$ cat config.mk
export PLATFORM = sky130hd
export DESIGN_NAME = instruction_fetch
export DESIGN_NICKNAME = d
export VERILOG_FILES = /design/src/rtl/instruction_fetch.sv
export SDC_FILE = /design/constraint.sdc
export NUM_CORES = 1
export LEC_CHECK = 0
export BUFFER_PORTS_ARGS = -buffer_cell sky130_fd_sc_hd__buf_2
export CORE_MARGIN = 2
export CORE_UTILIZATION = 51
export DETAILED_ROUTE_END_ITERATION = 6
export PLACE_DENSITY = 0.83
export SLEW_MARGIN = 20
export SYNTH_ARGS = -nofsm -noshare
export SYNTH_HDL_FRONTEND = slang
export SYNTH_SLANG_ARGS = --single-unit
$ cat constraint.sdc
create_clock -name clk -period 4.5 [get_ports clk]
set_input_delay 0.9 -clock clk [delete_from_list [all_inputs] [get_ports clk]]
set_output_delay 0.9 -clock clk [all_outputs]
set_load 0.03 [all_outputs]
$ cat src/rtl/instruction_fetch.sv
// Instruction fetch sequencer: ADDR -> DATA -> ISSUE -> EXEC (-> HALT), paged PC with PSET/jump/vector.
// Define ROM_BANK1_EN to make PCB/NBP real bits (8K words); otherwise the bank bit is tied to 0.
module instruction_fetch #(
  parameter logic [12:0] RESET_PC = 13'h0100
) (
  input  logic        clk,
  input  logic        reset_n,
  input  logic        clk_en,
  output logic [12:0] rom_addr,
  input  logic [11:0] rom_data,
  output logic [11:0] instr,
  output logic        instr_valid,
  input  logic        exec_done,
  input  logic        jump,
  input  logic [7:0]  jump_pcs,
  input  logic        pset,
  input  logic [4:0]  pset_np,
  input  logic        vector_load,
  input  logic [12:0] vector_pc,
  input  logic        halt_req,
  input  logic        wake,
  output logic [12:0] pc,
  output logic        halted
);
  typedef enum logic [2:0] {ADDR, DATA, ISSUE, EXEC, HALT} state_t;

  state_t      state, state_nx;
  logic [11:0] pc_low;   // {PCP,PCS}
  logic [3:0]  npp;
  logic        pcb, nbp;
  logic [12:0] pc_nx;
  logic [4:0]  np, np_nx;

  assign pc          = {pcb, pc_low};
  assign np          = {nbp, npp};
  assign rom_addr    = pc;
  assign instr_valid = (state == ISSUE);
  assign halted      = (state == HALT);

  always_comb begin
    state_nx = state;
    pc_nx    = pc;
    np_nx    = np;
    case (state)
      ADDR:  state_nx = DATA;
      DATA:  state_nx = ISSUE;
      ISSUE: begin
        pc_nx    = {pc[12:8], pc[7:0] + 8'd1};
        state_nx = EXEC;
      end
      EXEC: if (exec_done) begin
        if (vector_load) pc_nx = vector_pc;
        else if (jump)   pc_nx = {np, jump_pcs};
        // jump above used the old page; PSET only affects the next instruction
        np_nx    = pset ? pset_np : pc_nx[12:8];
        state_nx = halt_req ? HALT : ADDR;
      end
      HALT: if (wake) begin
        if (vector_load) begin
          pc_nx = vector_pc;
          np_nx = vector_pc[12:8];
        end
        state_nx = ADDR;
      end
      default: state_nx = ADDR;
    endcase
  end

  always_ff @(posedge clk or negedge reset_n) begin
    if (!reset_n) begin
      state  <= ADDR;
      pc_low <= RESET_PC[11:0];
      npp    <= RESET_PC[11:8];
      instr  <= '0;
    end else if (clk_en) begin
      state  <= state_nx;
      pc_low <= pc_nx[11:0];
      npp    <= np_nx[3:0];
      if (state == DATA) instr <= rom_data;
    end
  end

`ifdef ROM_BANK1_EN
  always_ff @(posedge clk or negedge reset_n) begin
    if (!reset_n) begin
      pcb <= RESET_PC[12];
      nbp <= RESET_PC[12];
    end else if (clk_en) begin
      pcb <= pc_nx[12];
      nbp <= np_nx[4];
    end
  end
`else
  assign pcb = 1'b0;
  assign nbp = 1'b0;
  logic unused_bank;
  assign unused_bank = pc_nx[12] ^ np_nx[4];
`endif

endmodule
==> flow_summary.toml <==
[sta]
slew_viol_final = 0
rsz0062_at_grt = "no"
fin_tns_setup_ps = 0
fin_crit_ps = 2830
relSlewSlack_pct = 41.92
setup_ws_ps = 1670
fin_crit_sh_pct = 62.88
finalSetupViolCount = 0
finalHoldViolCount = 0
tightest_slew_ps = 866.5
fmax_mhz = 353.4
skew_ps = 8.698

[logic_synthesis]
synthCells = 204
ys_warn_count = 0
synth.mux.area_fraction_pct = 9.385
ys_types = 52
async_flop_share_pct = 100.0
ys_seq_elements = 31
synth_ff_type = "dfrtp_1"
syn_avg_cell_area_um2 = 9.672
synth_top_family_by_area = "simple AND/OR/NAND/NOR gates"
synth_area_um2 = 1973
synth_edf_count = 0
synth-adder-area-share_pct = 0.6341
synth_simple_gate_area_share_pct = 20.67
yosysSeqAreaShare_pct = 39.44
synth_compound_area_share_pct = 18.14
synthXorXnorAreaFrac_pct = 0

[detailed_routing]
drt_first_pass_iters = 4
via_per_inst = 5.577
drc = 0
routedWlPerCell_um = 14.12
initialDrtViolationCount = 157
drtAntennaViolNets = 0
vias = 1768
drt_wl_total_um = 4475

[power]
p_int_mw = 0.9313
power_frac_seq_pct = 30.5
p_sw_mw = 0.8605
powerDensity_nw_per_um2 = 755.7
ir_worst_vdd_uv = 445.5
combPwrFrac_pct = 53.8
switching_share_pct = 48.02
power_frac_clock_pct = 15.8
leakagePower_nw = 1.194

[finish]
multi_input_area_um2 = 970.9
nets = 316
fin_util_pct = 64.28
layout-drive-gt1-share_pct = 43.12
n_antenna_cell = 0
regArea_um2 = 778.2
fillCellCount = 332
final_area_um2 = 2371
area_growth_pct = 20.16

[clocking]
cts_buffer_depth = 2
cts-buffers-inserted = 5
cts-root-buf = "clkbuf_8"
cts-htree-levels = 2
clock_sinks = 31
clk_transition_reported_paths_ps = 70
post_cts_resized = 0
cts_tree = "done"
postCtsHoldBufs = 0
cts_setup_buffers = 0
clock_latency_ps = 280

[worst_setup_path]
timing.rr.start = "state[0]"
reg2regPathDepth = 5
timing.critical_path.from_type = "flip-flop"
r2r_end = "pc_low[2]"
crit_family = "simple AND/OR/NAND/NOR gates"
crit_arrival_ps = 1930
reg2reg_slack_ps = 2290
crit_path_cell_trace = "or3b_1 > inv_2 > buf_2"
path_buf_inv = 2
cp_max_fo = 13
path_class = "flip-flop to output pin"
crit_required_ps = 3600
cp_slowest_stage_delay_ps = 610
critPathCaptureType = "output pin"
slowest_stage = "or3b_1"

[placement]
dp_worst_setup_slack_ps = 1970
gp_congestion = 0.9427
port_buffers = 82
dpl.hpwl_um = 3330
postPlaceCellArea_um2 = 2253

[global_routing]
grt_max_degree = 32
antenna_found_initial = 0
grt_overflow = 0
grt_pass1_vias = 1664
grt_pass1_wl_um = 7465
track_usage_pct = 22.41

[floorplanning]
fp.dieW_um = 66.20
core_area_um2 = 3689
die_h_um = 66.20
rows = 22
io_pins = 87
die_area_um2 = 4382
initial_utilization_pct = 53.49

[hold_path]
min_path_type = "flip-flop to flip-flop"
whs_path_depth = 2
min-delay-start = "npp[0]"
holdPathEnd = "npp[0]"

[job]
max-cap-violations = 0

[status]
outcome = "completed"
how the worst max path moves through the flow:
stage                     slack, ps  depth (start not counted)      from           to
final                          1670                          3  state[0]       halted
after global routing           1560                          3  state[1]       halted
after CTS                      1660                          3  state[0]       halted
after detailed placement       1970                          3  state[0]       halted
after global placement         1990                          3  state[0]       halted
after floorplan                2480                          3  state[0]  instr_valid
synthesized netlist by cell type, types with 3 or more instances:
library cell   n  share of area, %
and3_1         3              0.95
mux2_2        12               6.8
inv_1          6               1.1
o31ai_1        4               1.5
a221oi_1       3               1.3
a21oi_1        9               2.3
nor2_1         9               1.7
dfrtp_1       29                37
nand2_1       25               4.8
buf_2          5               1.3
o211ai_1       3               1.1
a22oi_1        4               1.5
buf_6          5               2.9
o2bb2ai_1      4               1.8
mux2i_1        5               2.5
nor3_1         3              0.76
nor4_1         3              0.95
nand3_1        9               2.3
buf_4         15               5.7
o21ai_0        6               1.5
routing by layer:
metal / GRT usage [%] / share of wire, % / up-vias
met3: 6.985 / 8.6 / 7
met2: 38.25 / 48 / 78
met4: 7.143 / 1.5 / 0
li1: - / - / 855
met1: 26.73 / 42 / 828
met5: 0 / 0 / -
per-stage QoR:
stage | hold WS [ps] | power, mW | std cells
floorplan | 447.8 | 1.355 | 205
global placement | 461.0 | 1.486 | 309
detailed placement | 467.0 | 1.516 | 309
CTS | 475.6 | 1.803 | 317
global route | 503.5 | 1.911 | 317
finish | 473.5 | 1.792 | 317
registers in the layout (all words and copies together), names as in the netlist:
name,cells
npp,4
pc_low,12
instr,12
state,3
tightest hold or removal path: cells and delay by family (launching register included):
family	cells	cell delay, ps
flops	1	370
compound gates	1	60
simple gates	1	50
layout by cell type (no fill, tap or decap), types with 2 or more instances in the layout:
cell type	Yosys	layout
nor2b_1	2	2
o211ai_1	3	3
inv_1	6	6
nor4_1	3	3
a21oi_1	9	9
o21ai_1	2	2
o2bb2ai_1	4	4
o22ai_1	2	2
o31ai_1	4	4
o21ai_0	6	6
a31oi_1	2	2
conb_1	1	2
and3_1	3	3
mux2_2	12	12
o21ai_2	2	2
nand3b_1	2	2
nand2_1	25	25
a22oi_1	4	4
a222oi_1	2	2
buf_2	5	82
nor3_1	3	3
or3b_1	2	2
dfrtp_1	29	29
mux2i_1	5	5
clkbuf_8	0	6
a221oi_1	3	3
dfstp_2	2	2
nand3_1	9	9
nor2_1	9	9
kinds of logic after synthesis:
group / count (synthesis)
other: 1
AOI/OAI and AO/OA: 49
buffers and inverters: 34
DFF: 31
and+or+nand+nor: 71
adders and majority gates: 1
muxes: 17
power by group through the flow:
stage	clock network, mW	logic [mW]	registers [mW]
2_1_floorplan	0	0.656	0.700
3_3_place_gp	0	0.949	0.537
3_5_place_dp	0	0.966	0.550
4_1_cts	0.289	0.968	0.546
5_1_grt	0.303	1.04	0.570
6_report	0.283	0.963	0.546
final cells by class:
class / count / area share, %
repair buffers: 83 / 17.63
clock inverters: 2 / 1.478
inverters: 7 / 1.108
multi-input cells: 140 / 40.95
well taps: 48 / 2.533
clock buffers: 6 / 3.483
flip-flops and latches: 31 / 32.82
No activity file was read; power rests on OpenSTA's default activity.
